**config.mk**
```make
export PLATFORM = sky130hd
export DESIGN_NAME = struct_rec_fifo
export DESIGN_NICKNAME = d
export VERILOG_FILES = /design/src/rtl/struct_rec_fifo_pkg.sv /design/src/rtl/struct_rec_mem.sv /design/src/rtl/struct_rec_fifo.sv
export SDC_FILE = /design/constraint.sdc
export NUM_CORES = 1
export LEC_CHECK = 0
export BUFFER_PORTS_ARGS = -buffer_cell sky130_fd_sc_hd__clkbuf_2
export CAP_MARGIN = 20
export CORE_MARGIN = 2
export CORE_UTILIZATION = 53
export DETAILED_ROUTE_END_ITERATION = 12
export PLACE_DENSITY = 0.76
export RECOVER_POWER = 100
export SYNTH_ARGS = -nofsm -noshare
export SYNTH_HDL_FRONTEND = slang
export SYNTH_SLANG_ARGS = --single-unit
```
**constraint.sdc**
```tcl
create_clock -name clk -period 2.81 [get_ports clk]
set_input_delay 0.562 -clock clk [delete_from_list [all_inputs] [get_ports clk]]
set_output_delay 0.562 -clock clk [all_outputs]
set_load 0.01 [all_outputs]
```
**src/rtl/struct_rec_fifo_pkg.sv**
```systemverilog
// Record and statistics types shared by the struct_rec_fifo block and its storage.
// rec_t packs {a, b, c, x, y} with a at the MSB and y at bit 0.
package struct_rec_fifo_pkg;

    localparam int REC_BITS = 8;

    typedef struct packed {
        logic                a;
        logic [REC_BITS-1:0] b;
        byte                 c;
        logic                x;
        logic                y;
    } rec_t;

    localparam int REC_W = $bits(rec_t);

    typedef struct packed signed {
        logic signed [15:0] net;
        logic [7:0]         pushes;
        logic [7:0]         drops;
    } stats_t;

endpackage

```
**src/rtl/struct_rec_mem.sv**
```systemverilog
// DEPTH x rec_t register array, one synchronous write port and one asynchronous read port.
// Contents are deliberately left unreset; occupancy tracking lives in the FIFO control.
module struct_rec_mem
    import struct_rec_fifo_pkg::*;
#(
    parameter int DEPTH = 4,
    parameter int AW    = $clog2(DEPTH)
) (
    input  logic          clk,
    input  logic          wr_en,
    input  logic [AW-1:0] wr_addr,
    input  rec_t          wr_dat,
    input  logic [AW-1:0] rd_addr,
    output rec_t          rd_dat
);

    rec_t mem_q [DEPTH];

    always_ff @(posedge clk) begin
        if (wr_en) begin
            mem_q[wr_addr] <= wr_dat;
        end
    end

    assign rd_dat = mem_q[rd_addr];

endmodule

```
**src/rtl/struct_rec_fifo.sv**
```systemverilog
// Record FIFO: packs input fields into rec_t on write, shows packed word and field b on read.
// Latency 1 cycle (FWFT=1) or 2 cycles (FWFT=0); in_ready = !full, a pop never frees a same-cycle push.
// Optional counters under STRUCT_REC_FIFO_STATS_EN; otherwise stats reads zero.
module struct_rec_fifo
    import struct_rec_fifo_pkg::*;
#(
    parameter int DEPTH = 4,
    parameter int FWFT  = 1
) (
    input  logic                       clk,
    input  logic                       rst,
    input  logic                       in_valid,
    output logic                       in_ready,
    input  logic                       in_a,
    input  logic [REC_BITS-1:0]        in_b,
    input  logic [7:0]                 in_c,
    input  logic                       in_x,
    input  logic                       in_y,
    output logic                       out_valid,
    input  logic                       out_ready,
    output logic [REC_W-1:0]           out_rec,
    output logic [REC_BITS-1:0]        out_b,
    output logic [$clog2(DEPTH+1)-1:0] count,
    output logic [31:0]                stats
);

    localparam int AW = $clog2(DEPTH);
    localparam int CW = $clog2(DEPTH + 1);

    logic [AW-1:0] wr_ptr_q, wr_ptr_d;
    logic [AW-1:0] rd_ptr_q, rd_ptr_d;
    logic [CW-1:0] count_q, count_d;
    logic          push, pop, rd_adv;
    rec_t          wr_rec, mem_rd, head;

    assign in_ready = (count_q != CW'(DEPTH));
    assign push     = in_valid && in_ready;
    assign pop      = out_valid && out_ready;
    assign count    = count_q;
    assign out_rec  = head;
    assign out_b    = head.b;
    assign wr_rec   = '{a: in_a, b: in_b, c: in_c, x: in_x, y: in_y};

    always_comb begin
        wr_ptr_d = push   ? wr_ptr_q + AW'(1) : wr_ptr_q;
        rd_ptr_d = rd_adv ? rd_ptr_q + AW'(1) : rd_ptr_q;
        count_d  = count_q;
        case ({push, pop})
            2'b10:   count_d = count_q + CW'(1);
            2'b01:   count_d = count_q - CW'(1);
            default: count_d = count_q;
        endcase
    end

    always_ff @(posedge clk or posedge rst) begin
        if (rst) begin
            wr_ptr_q <= '0;
            rd_ptr_q <= '0;
            count_q  <= '0;
        end else begin
            wr_ptr_q <= wr_ptr_d;
            rd_ptr_q <= rd_ptr_d;
            count_q  <= count_d;
        end
    end

    struct_rec_mem #(
        .DEPTH (DEPTH)
    ) u_mem (
        .clk     (clk),
        .wr_en   (push),
        .wr_addr (wr_ptr_q),
        .wr_dat  (wr_rec),
        .rd_addr (rd_ptr_q),
        .rd_dat  (mem_rd)
    );

    generate
        if (FWFT != 0) begin : g_fwft
            assign out_valid = (count_q != '0);
            assign rd_adv    = pop;
            // Gate the raw storage so an empty FIFO presents zeros, not stale records.
            assign head      = out_valid ? mem_rd : rec_t'('0);
        end else begin : g_reg
            rec_t          stage_q;
            logic          stage_vld_q;
            logic [CW-1:0] mem_cnt;
            logic          load;

            // count covers the staged record too, so storage holds count minus the stage.
            assign mem_cnt   = count_q - CW'(stage_vld_q);
            assign load      = (mem_cnt != '0) && (!stage_vld_q || out_ready);
            assign out_valid = stage_vld_q;
            assign rd_adv    = load;
            assign head      = stage_q;

            always_ff @(posedge clk or posedge rst) begin
                if (rst) begin
                    stage_q     <= '0;
                    stage_vld_q <= 1'b0;
                end else if (load) begin
                    stage_q     <= mem_rd;
                    stage_vld_q <= 1'b1;
                end else if (pop) begin
                    stage_vld_q <= 1'b0;
                end
            end
        end
    endgenerate

`ifdef STRUCT_REC_FIFO_STATS_EN
    stats_t stats_q, stats_d;

    always_comb begin
        stats_d = stats_q;
        if (push && !pop) begin
            stats_d.net = stats_q.net + 16'sd1;
        end else if (pop && !push) begin
            stats_d.net = stats_q.net - 16'sd1;
        end
        if (push) begin
            stats_d.pushes = stats_q.pushes + 8'd1;
        end
        if (in_valid && !in_ready && (stats_q.drops != 8'hFF)) begin
            stats_d.drops = stats_q.drops + 8'd1;
        end
    end

    always_ff @(posedge clk or posedge rst) begin
        if (rst) begin
            stats_q <= '0;
        end else begin
            stats_q <= stats_d;
        end
    end

    assign stats = stats_q;
`else
    assign stats = 32'h0;
`endif

endmodule

```
* Yosys cells after proc, flatten, opt, wreduce, memory -nomap -nowiden
Memories as Yosys holds them, arrays and structs flattened. Cells that the tools add are included.
Word-level totals: flip-flop bits (word level) 7, output and inout port bits 64, memories kept 1, memory bits (writable) 76, word-level logic and storage cells 19, input bits 23
Memories:
- u_mem.mem_q | words 4, bits a word 19, rd ports 1, clocked after Yosys merged registers in 0, write ports 1, line struct_rec_mem.sv:17 | rec_t mem_q [DEPTH];
Operators by class: reduce and logical (&&, ||, !) cells 4, equal/unequal tests 3, muxes and demuxes 4, $add $sub $neg 4
Operator list (count):
- $mux 19 | 1
- $pmux 3 s2 | 1
- $add 2x1->2 const B | 2
- $add 3x1->3 const B | 1
- $ne 3x3->1 const B | 1
- $reduce_bool 3->1 | 1
- $sub 3x1->3 const B | 1
- $eq 2x1->1 const B | 1
- $eq 2x2->1 const B | 1
- $logic_and 1x1->1 | 2
- $mux 1 | 2
- $reduce_bool 2->1 | 1

* Depth between registers and ports, before layout
Gate-level depths: netlist of the first run.
depth in word-level cells 4, gate-level depth with buffers 9, mapped depth without buffers 9

* Hierarchy
From an unflattened synthesis of the first run, not the netlist that was laid out.
Unflattened totals: cells, all modules 194, area, all modules 3611.0 µm²
Modules (own cells, without submodules):
- struct_rec_mem | instances 1, cells each 103, area each 2816.5 µm², sequential area each 2282.2 µm²
- struct_rec_fifo | instances 1, cells each 91, area each 794.5 µm², sequential area each 175.2 µm²

* Worst setup path before layout of the first run
Ideal clock, no wire load.
kind flip-flop to flip-flop, start reg count_q[0], in the netlist count[0], end reg count_q[2], in the netlist count[2], data required time 2.731 ns, arrival 2.068 ns, setup time 0.079 ns, period minus slack after synthesis 2.147 ns, path buffers 0, cell stages (with the launch flop) 10, setup slack 0.663 ns, cell sequence dfrtp_1 -> or3b_4 -> and2_4 -> inv_1 -> ha_1 -> inv_1 -> fa_1 -> xor2_1 -> nor2_1 -> xor2_1
On the way: longest elaborated chain between the ends 4, elaborated cells on any way between the ends 10
RTL lines:
- start: declaration | line struct_rec_fifo.sv:32 | logic [CW-1:0] count_q, count_d;
- start signal: assignment | line struct_rec_fifo.sv:63 | count_q <= count_d;
- $ne 3x3->1 * | line struct_rec_fifo.sv:36 | assign in_ready = (count_q != CW'(DEPTH));
- named net in_ready | line struct_rec_fifo.sv:13 | output logic in_ready,
- $logic_and 1x1->1 * | line struct_rec_fifo.sv:37 | assign push = in_valid && in_ready;
- $eq 2x1->1 or $eq 2x2->1 (tied branches) | line struct_rec_fifo.sv:48 | case ({push, pop})
- $pmux 3 s2 or $reduce_bool 2->1 (tied branches)
Mark *: on every way through the listed nets, which the timed path passes. The rest lies on a longest branch. A chain may end at the register's enable or synchronous reset.

* Worst setup path in the final report of the first run
start reg count_q[0], in the netlist count[0], end out out_b[4]
On the way: longest elaborated chain between the ends 2
RTL lines:
- $reduce_bool 3->1 | line struct_rec_fifo.sv:80 | assign out_valid = (count_q != '0);
- $mux 19 | line struct_rec_fifo.sv:83 | assign head = out_valid ? mem_rd : rec_t'('0);
- end: declaration | line struct_rec_fifo.sv:22 | output logic [REC_BITS-1:0] out_b,
No other way between the ends.

==> results.md, run 1 <==
- Layout cells sized above 1: 21.8%
- Max_slew headroom: 19.4%
- Warnings, synthesis: 0
- Dpl hpwl: 3520 um
- EDFF count, synth: 76
- Slew @ Worst Pin: 1.21 ns
- DR vias/cell: 4.88
- Tot Pwr: 4.05 mW
- Hold slack: 0.123 ns
- Cell variety after synth: 21
- Layout Skew: 0.00832 ns
- Residual DRC count: 0
- Clk slew on worst S/H paths: 0.08 ns
- Synth Cell Area: 3590 um2
- Top post-synthesis cells by area: edfxtp_1 (64%), mux4_2 (12%), buf_4 (8.8%)
- Final Instance Area: 3920 um2
- Worst r2r path cells: 9
- Post-Place Cells: 325
- First-pass GRT wire length: 8000 um
- Setup TNS: 0 ns
- Status: complete, no violations
- Worst skew pair latency: 0.34 ns
- Register bit count reported by yosys: 83
- Unrepaired setup endpoints after global routing: no
- Slew Viols, Final: 0
- Combinational share of power: 37.3%
- Area added between synthesis and finish: 9.23%
- Core Area: 6680 um2
- CP required: 2.25 ns
- Crit Path Max Fanout: 21
- Min cycle time layout: 2.52 ns
- Reg area: 2460 um2
- Sw Pwr: 1.33 mW
- H-tree depth: 3
- Share of the synthesized area in the top cell type: 63.5%
- Worst Slack Setup Final: 0.285 ns
- Crit end category: output pin
- Wirelength per Cell: 15.5 um
- Avg Inst Size Synth: 18.1 um2
- Setup violations, final: 0
- DIE WIDTH: 86.3 um
- Via Count: 1663
- Top cells by count, synth: edfxtp_1 (76), buf_4 (42), and2_1 (20)
- CTS tree: done
- Die Ht: 86.3 um
- Root Driver: clkbuf_8
- All-Layer GR Usage: 15.0%
- Final worst-path cycle share: 89.9%
- Finished Layout Cells: 341
- Clk buf depth: 2
- Area post-placement: 3810 um2
- Diodes inserted: 0
- FP Rows: 30
- Vias in the first global route: 1611
- Syn Inst Count: 199
- Max Fclk: 396 MHz
- Pin count of the biggest net entering global routing: 22
- TritonCTS Sinks: 83
- ANT nets after route: 0
- Worst path arrival time: 1.96 ns
- Leak Pwr: 1.42 nW
- Int Pwr: 2.72 mW
- # hold bufs at CTS: 0
- DR pass1 iterations: 6
- Io pins: 87
- Top FF cell, synth: edfxtp_1
- Fin nets: 285
- CTS buffer count: 9
- Post-layout util: 58.7%
- Pre-CTS setup slack: 0.584 ns
- Initial core utilization: 53.8%
- Synth area leader: edfxtp_1
- Total grt overflow: 0
- Reg power frac: 44.3%
- Post-CTS setup buffer count: 0
- Power Density: 1030 nW/um2
- Routed WL: 5280 um
- Area occupied by multi-input gates: 888 um2
- Clock network power share: 18.4%
- Startpoint class of the critical path: register
- Worst setup path category: register to output pin
- Die area: 7450 um2
- Switching Share: 32.8%
- Placer Congestion: 0.710
- Post-CTS sizing: 0
- Fillers: 535
- IO buf count: 54
- Asr flop ratio synth: 8.43%
- Worst hold path class: input port to asynchronous set/reset pin
- DRT iter0 DRCs: 125
- Most common cell in the netlist: edfxtp_1
- Antenna violations before repair: 0
- MaxCap Viol Count: 0
- Hold Vio Cnt, Final: 0
- Worst VDD drop: 0.576 mV
- Seq/Total Area, Yosys: 68.4%
[layout make-up]
type	count	share of cell area, %
inverters	7	0.670
well taps	80	2.55
clock inverters	4	0.670
multi-input cells	94	22.6
clock buffers	12	3.70
repair buffers	61	7.14
flip-flops and latches	83	62.6
[worst max-delay path, cell delays in order (launching register included)]
cell and delay, ns:
dfrtp_1 0.42, or3_1 0.40, clkbuf_1 0.37, and2_1 0.30
clkbuf_2 0.13
[cell families (layout without fill, tap and decap cells)]
logic type,Yosys count,count (layout),synth area share [%]
mux,21,21,12.6
simple gates,29,29,5.15
flops,83,83,68.4
fa+ha+maj,6,6,2.30
buf+inv,53,84,9.96
xor+xnor,6,6,1.46
other cells,1,32,0.104
[placed cells by master, fill, tap and decap left out, drive strengths merged, types with 3 or more instances in the layout]
cell type	n
edfxtp	76
clkbuf	69
conb	32
and2	21
mux4	19
inv	7
dfrtp	7
ha	5
and3	4
buf	4
xor2	3
xnor2	3
clkinv	3
[per-layer routing]
layer / share of wire [%] / GRT usage (%)
met3: 6.1 / 4.76
met2: 51 / 24.8
met4: 1.2 / 6.82
met1: 42 / 18.2
met5: 0 / 0
[power groups by stage]
| stage | clock [mW] | combinational, mW | sequential (mW) |
|---|---|---|---|
| final | 0.747 | 1.51 | 1.79 |
| after global routing | 0.813 | 1.67 | 1.83 |
| after CTS | 0.762 | 1.63 | 1.80 |
| after detailed placement | 0 | 1.63 | 1.83 |
| after global placement | 0 | 1.60 | 1.82 |
| after floorplan | 0 | 1.24 | 1.75 |
[registers in the layout (all words and copies together), names as in the netlist]
register	cells
u_mem.mem_q	76
wr_ptr_q	2
count	3
rd_ptr_q	2
[final timing paths]
| kind | end | from | slack [ns] |
|---|---|---|---|
| setup / recovery | out_b[4] | count[0] | 0.29 |
| hold / removal | wr_ptr_q[0] | rst | 0.12 |
| setup reg to reg | count[2] | count[0] | 0.47 |
| hold reg to reg | count[2] | count[2] | 0.53 |
| max in group asynchronous | rd_ptr_q[0] | rst | 2.45 |
| min in group clk | u_mem.mem_q[2][5] | in_c[3] | 0.48 |
No activity file was read; power rests on OpenSTA's default activity.
==> run 2: changes to the inputs <==
--- a/config.mk
+++ b/config.mk
@@ -7,10 +7,12 @@
 export LEC_CHECK = 0
 export BUFFER_PORTS_ARGS = -buffer_cell sky130_fd_sc_hd__clkbuf_2
 export CAP_MARGIN = 20
+export CORE_ASPECT_RATIO = 1.2
 export CORE_MARGIN = 2
-export CORE_UTILIZATION = 53
+export CORE_UTILIZATION = 48
 export DETAILED_ROUTE_END_ITERATION = 12
-export PLACE_DENSITY = 0.76
+export GPL_ROUTABILITY_DRIVEN = 1
+export PLACE_DENSITY = 0.73
 export RECOVER_POWER = 100
 export SYNTH_ARGS = -nofsm -noshare
 export SYNTH_HDL_FRONTEND = slang
==> constraint.sdc (replaced) <==
create_clock -name clk -period 2.3 [get_ports clk]
set_input_delay 0.46 -clock clk [delete_from_list [all_inputs] [get_ports clk]]
set_output_delay 0.46 -clock clk [all_outputs]
set_load 0.01 [all_outputs]
==> results.md, run 2 (synthesis results as in run 1) <==
- Wirelength per Cell: 15.7 um (+1.2%)
- Post-Place Cells: 333 (+2.5%)
- H-tree depth: 3 (unchanged)
- ANT nets after route: 0 (unchanged)
- CTS tree: done
- Clk slew on worst S/H paths: 0.08 ns (about the same)
- Critical path's slowest cell: mux4_2
- Area added between synthesis and finish: 11.9%
- Io pins: 87 (unchanged)
- DRT iter0 DRCs: 161 (+29%)
- Vias in the first global route: 1688 (+4.8%)
- Power Density: 1330 nW/um2 (+29%)
- FF-to-FF Start: count[0]
- Leading cell types in the layout, fill and taps excluded: edfxtp_1 (76), clkbuf_2 (34), conb_1 (32), clkbuf_1 (22), and2_1 (20)
- Finished Layout Cells: 349 (+2.3%)
- Placer Congestion: 0.767 (+7.9%)
- CTS buffer count: 9 (unchanged)
- DR vias/cell: 4.90 (+0.41%)
- Final worst-path cycle share: 96.2%
- Unrepaired setup endpoints after global routing: yes
- Tot Pwr: 5.35 mW (+32%)
- Clock network power share: 22.3% (+3.9 points)
- Max Fclk: 452 MHz
- Status: complete, no violations
- Most common cell after layout, fill and taps aside: edfxtp_1
- Critical-path cell list: buf_6, mux4_2, and2_1, clkbuf_2
- Total grt overflow: 0 (unchanged)
- Crit end category: output pin
- Setup TNS: 0 ns (unchanged)
- Int Pwr: 3.70 mW (+36%)
- Crit Path Max Fanout: 10 (-52%)
- Layout cells sized above 1: 29.3% (+7.5 points)
- Diodes inserted: 0 (unchanged)
- Slew Viols, Final: 0 (unchanged)
- R2R setup slack: 0.11 ns (-0.36 ns)
- Pin count of the biggest net entering global routing: 22 (unchanged)
- Root Driver: clkbuf_8
- Slowest stage delay, CP: 0.51 ns (+0.09 ns)
- DR pass1 iterations: 6 (unchanged)
- Reg with most FFs: u_mem.mem_q
- DIE WIDTH: 83.0 um (-3.9%)
- Via Count: 1709 (+2.8%)
- Min cycle time layout: 2.21 ns
- Worst r2r path cells: 9 (unchanged)
- Antenna violations before repair: 0 (unchanged)
- Routed WL: 5470 um (+3.6%)
- Reg power frac: 40.0% (-4.3 points)
- Core Area: 7270 um2 (+8.9%)
- CP required: 1.84 ns (-0.41 ns)
- Worst VDD drop: 0.849 mV (+48%)
- Worst hold path class: input port to asynchronous set/reset pin
- Hold Vio Cnt, Final: 0 (unchanged)
- Setup violations, final: 0 (unchanged)
- Residual DRC count: 0 (unchanged)
- Max_slew headroom: 32.2% (+13 points)
- FP Rows: 34 (+13%)
- Layout Skew: 0.00951 ns (+0.00119 ns)
- Die area: 8190 um2 (+10%)
- Slew @ Worst Pin: 1.02 ns (-0.192 ns)
- First-pass GRT wire length: 8610 um (+7.6%)
- Worst setup path category: register to output pin
- TritonCTS Sinks: 83 (unchanged)
- Dpl hpwl: 3680 um (+4.5%)
- IO buf count: 54 (unchanged)
- Die Ht: 98.8 um (+14%)
- Fin nets: 283 (-0.70%)
- # hold bufs at CTS: 0 (unchanged)
- Reg2Reg Capture Point: count[2]
- MaxCap Viol Count: 0 (unchanged)
- Startpoint class of the critical path: register
- Leak Pwr: 1.50 nW (+5.5%)
- Worst skew pair latency: 0.33 ns (about the same)
- Switching Share: 30.7% (-2.1 points)
- Clk buf depth: 2 (unchanged)
- All-Layer GR Usage: 14.0% (-1.0 points)
- Worst path arrival time: 1.75 ns (-0.21 ns)
- Combinational share of power: 37.6% (+0.3 points)
- Sw Pwr: 1.64 mW (+23%)
- Initial core utilization: 49.4% (-4.4 points)
- Largest register FFs: 76 (unchanged)
-- run 2: worst max path at each step --
stage | from | cells after the start | slack, ns | endpoint
after detailed placement | count[0] | 9 | 0.08 | count[2]
final | rd_ptr_q[0] | 4 | 0.09 | out_rec[18]
after global routing | count[0] | 9 | -0.02 | count[2]
after CTS | rd_ptr_q[0] | 4 | 0.01 | out_b[4]
after global placement | count[0] | 9 | 0.17 | count[2]
after floorplan | count[0] | 9 | 0.15 | count[2]
-- run 2: what timing repair did --
item,4_1_cts,5_1_grt
setup buffers,0,0
setup endpoints to repair,0,22
resized for setup,0,5
-- run 2: final cells by class --
class                   count  area, um2
clock buffers              11        131
clock inverters             5        101
fillers                   577       3250
inverters                   7       26.3
multi-input cells          94        896
flip-flops and latches     83       2460
well taps                  90        113
repair buffers             59        294
-- run 2: stage by stage --
step	area, um2	worst slack, ns	hold slack (ns)	util, %
finish	4020	0.0880	0.0361	55.3
global placement	3800	0.173	0.388	52.2
global route	4020	-0.0192	0.0476	55.3
floorplan	3710	0.153	0.263	-
CTS	4030	0.0118	0.0251	55.4
detailed placement	3800	0.0818	0.400	52.2
-- run 2: worst max-delay path, delay by kind of cell (launching register included) --
family,cells,cell delay [ns]
flip-flops,1,0.40
multiplexers,1,0.51
AND/OR/NAND/NOR,1,0.18
buffers and inverters,2,0.32
-- run 2: layer usage --
layer | GRT usage (%) | vias up | share of wire [%]
met1 | 17.0 | 867 | 40
met2 | 23.9 | 65 | 54
met3 | 4.36 | 4 | 4.8
li1 | - | 773 | -
met5 | 0 | - | 0
met4 | 4.92 | 0 | 0.84
-- run 2: power by group through the flow --
stage	Clock (mW)	Sequential (mW)	Combinational [mW]
2_1_floorplan	0	2.14	1.52
3_3_place_gp	0	2.14	2.03
6_report	1.19	2.14	2.01
3_5_place_dp	0	2.17	2.04
5_1_grt	1.28	2.17	2.20
4_1_cts	1.22	2.13	2.04
==> run 3: changes to the inputs <==
--- a/config.mk
+++ b/config.mk
@@ -10,6 +10,7 @@
 export CORE_ASPECT_RATIO = 1.2
 export CORE_MARGIN = 2
 export CORE_UTILIZATION = 48
+export CTS_BUF_LIST = sky130_fd_sc_hd__clkbuf_16
 export DETAILED_ROUTE_END_ITERATION = 12
 export GPL_ROUTABILITY_DRIVEN = 1
 export PLACE_DENSITY = 0.73
==> results.md, run 3 (synthesis results as in run 1) <==
- DR vias/cell: 4.87 (-0.58%)
- Worst Slack Setup Final: 0.103 ns (+0.0145 ns)
- Crit end category: output pin
- Root Driver: clkbuf_16
- Reg with most FFs: u_mem.mem_q
- TritonCTS Sinks: 83 (unchanged)
- Global Route met3 Usage: 4.10% (-0.25 points)
- Reg2Reg Capture Point: count[2]
- Global-route met2 utilization: 23.7% (-0.25 points)
- Die Ht: 98.8 um (unchanged)
- DR pass1 iterations: 4 (-2)
- GRT Max-Usage Layer: met2
- Layout Skew: 0.00611 ns (-0.00340 ns)
- CTS tree: done
- Hold Vio Cnt, Final: 0 (unchanged)
- DRT iter0 DRCs: 154 (-4.3%)
- Io pins: 87 (unchanged)
- Setup TNS: 0 ns (unchanged)
- Clk slew on worst S/H paths: 0.06 ns (-0.02 ns)
- Worst r2r path cells: 9 (unchanged)
- Core Area: 7270 um2 (unchanged)
- Initial core utilization: 49.4% (unchanged)
- CTS buffer count: 9 (unchanged)
- All-Layer GR Usage: 14.5% (+0.49 points)
- Slew @ Worst Pin: 1.04 ns (+0.0215 ns)
- Dpl hpwl: 3680 um (unchanged)
- Total grt overflow: 0 (unchanged)
- Critical-path cell list: buf_6, mux4_2, and2_1, clkbuf_2
- Fin nets: 284 (+0.35%)
- Placer Congestion: 0.767 (unchanged)
- Antenna violations before repair: 0 (unchanged)
- FP Rows: 34 (unchanged)
- Diodes inserted: 0 (unchanged)
- Pin count of the biggest net entering global routing: 22 (unchanged)
- Worst skew pair latency: 0.33 ns (about the same)
- Leak Pwr: 1.56 nW (+3.5%)
- Met1 usage: 17.9% (+0.92 points)
- CP required: 1.84 ns (about the same)
- Slew Viols, Final: 0 (unchanged)
- Setup violations, final: 0 (unchanged)
- Power Density: 1390 nW/um2 (+4.7%)
- Most common cell after layout, fill and taps aside: edfxtp_1
- Leading cell types in the layout, fill and taps excluded: edfxtp_1 (76), conb_1 (32), clkbuf_2 (32), clkbuf_1 (22), and2_1 (20)
- FF-to-FF Start: count[1]
- Final worst-path cycle share: 95.5% (-0.63 points)
- Die area: 8190 um2 (unchanged)
- Status: complete, no violations
- Largest register FFs: 76 (unchanged)
- Startpoint class of the critical path: register
- Hold slack: 0.0517 ns (+0.0155 ns)
- First-pass GRT wire length: 8800 um (+2.2%)
- # hold bufs at CTS: 0 (unchanged)
- Max_slew headroom: 30.8% (-1.4 points)
- H-tree depth: 3 (unchanged)
- IO buf count: 54 (unchanged)
- Area added between synthesis and finish: 14.8%
- Critical path's slowest cell: mux4_2
- Worst hold path class: input port to asynchronous set/reset pin
- Max Fclk: 455 MHz (+0.66%)
- Crit Path Max Fanout: 11 (+1)
- Worst setup path category: register to output pin
- DIE WIDTH: 83.0 um (unchanged)
- Worst VDD drop: 0.883 mV (+3.9%)
- Residual DRC count: 0 (unchanged)
- Worst path arrival time: 1.74 ns (about the same)
- Clk buf depth: 2 (unchanged)
- R2R setup slack: 0.12 ns (about the same)
- Pre-CTS setup slack: 0.0818 ns (unchanged)
- Via Count: 1704 (-0.29%)
- Layout cells sized above 1: 28.8% (-0.50 points)
- Routed WL: 5580 um (+1.9%)
- Min cycle time layout: 2.20 ns (-0.0145 ns)
- Wirelength per Cell: 15.9 um (+1.6%)
- MaxCap Viol Count: 0 (unchanged)
- Vias in the first global route: 1691 (+0.18%)
- ANT nets after route: 0 (unchanged)
- Slowest stage delay, CP: 0.52 ns (about the same)
- Unrepaired setup endpoints after global routing: yes
## run 3: cell types whose count changed in the layout (fill, tap and decap cells not counted)
cell / previous run / this run
clkbuf_8: 9 / 0
clkbuf_16: 0 / 9
buf_4: 3 / 4
buf_6: 1 / 2
clkbuf_2: 34 / 32
buf_8: 1 / 0
inv_1: 7 / 9
## run 3: critical path, delay by kind of cell (launching register included)
| kind | cells | cell delay [ns] |
|---|---|---|
| muxes | 1 | 0.52 |
| DFF | 1 | 0.37 |
| buffers and inverters | 2 | 0.33 |
| and+or+nand+nor | 1 | 0.19 |
## run 3: cell type report
cell class	instances	area, um2
fillers	563	3150
flip-flops and latches	83	2460
multi-input cells	94	896
repair buffers	60	295
clock buffers	9	225
well taps	90	113
clock inverters	7	109
inverters	7	26.3
## run 3: worst max path at each step
| stage | endpoint | slack, ns | startpoint |
|---|---|---|---|
| 5_1_grt | count[2] | -0.008 | count[1] |
| 3_5_place_dp | count[2] | 0.08 | count[0] |
| 4_1_cts | out_b[4] | 0.04 | rd_ptr_q[0] |
| 6_report | out_b[4] | 0.10 | rd_ptr_q[0] |
| 3_3_place_gp | count[2] | 0.17 | count[0] |
| 2_1_floorplan | count[2] | 0.15 | count[0] |
## run 3: what timing repair did
action / 4_1_cts / 5_1_grt
buffers inserted: 0 / 1
endpoints found under the setup margin: 0 / 10
gates resized for setup: 0 / 4
## run 3: per-layer routing
layer  vias up  wire (um)
met5         -          0
met4         0        101
met3         8        288
met2        64       2930
met1       854       2260
li1        778          -
## run 3: power by group
group          switching [mW]  internal, mW
registers               0.110          2.03
logic                    1.06         0.963
clock network           0.532          1.05
total                    1.70          4.04
## run 3: through the flow
step | std cells | instance area, um2 | power [mW] | util (%)
final | 350 | 4120 | 5.74 | 56.7
after global routing | 350 | 4120 | 6.03 | 56.7
after CTS | 349 | 4130 | 5.78 | 56.8
after detailed placement | 333 | 3800 | 4.20 | 52.2
after global placement | 333 | 3800 | 4.17 | 52.2
after floorplan | 230 | 3710 | 3.66 | -
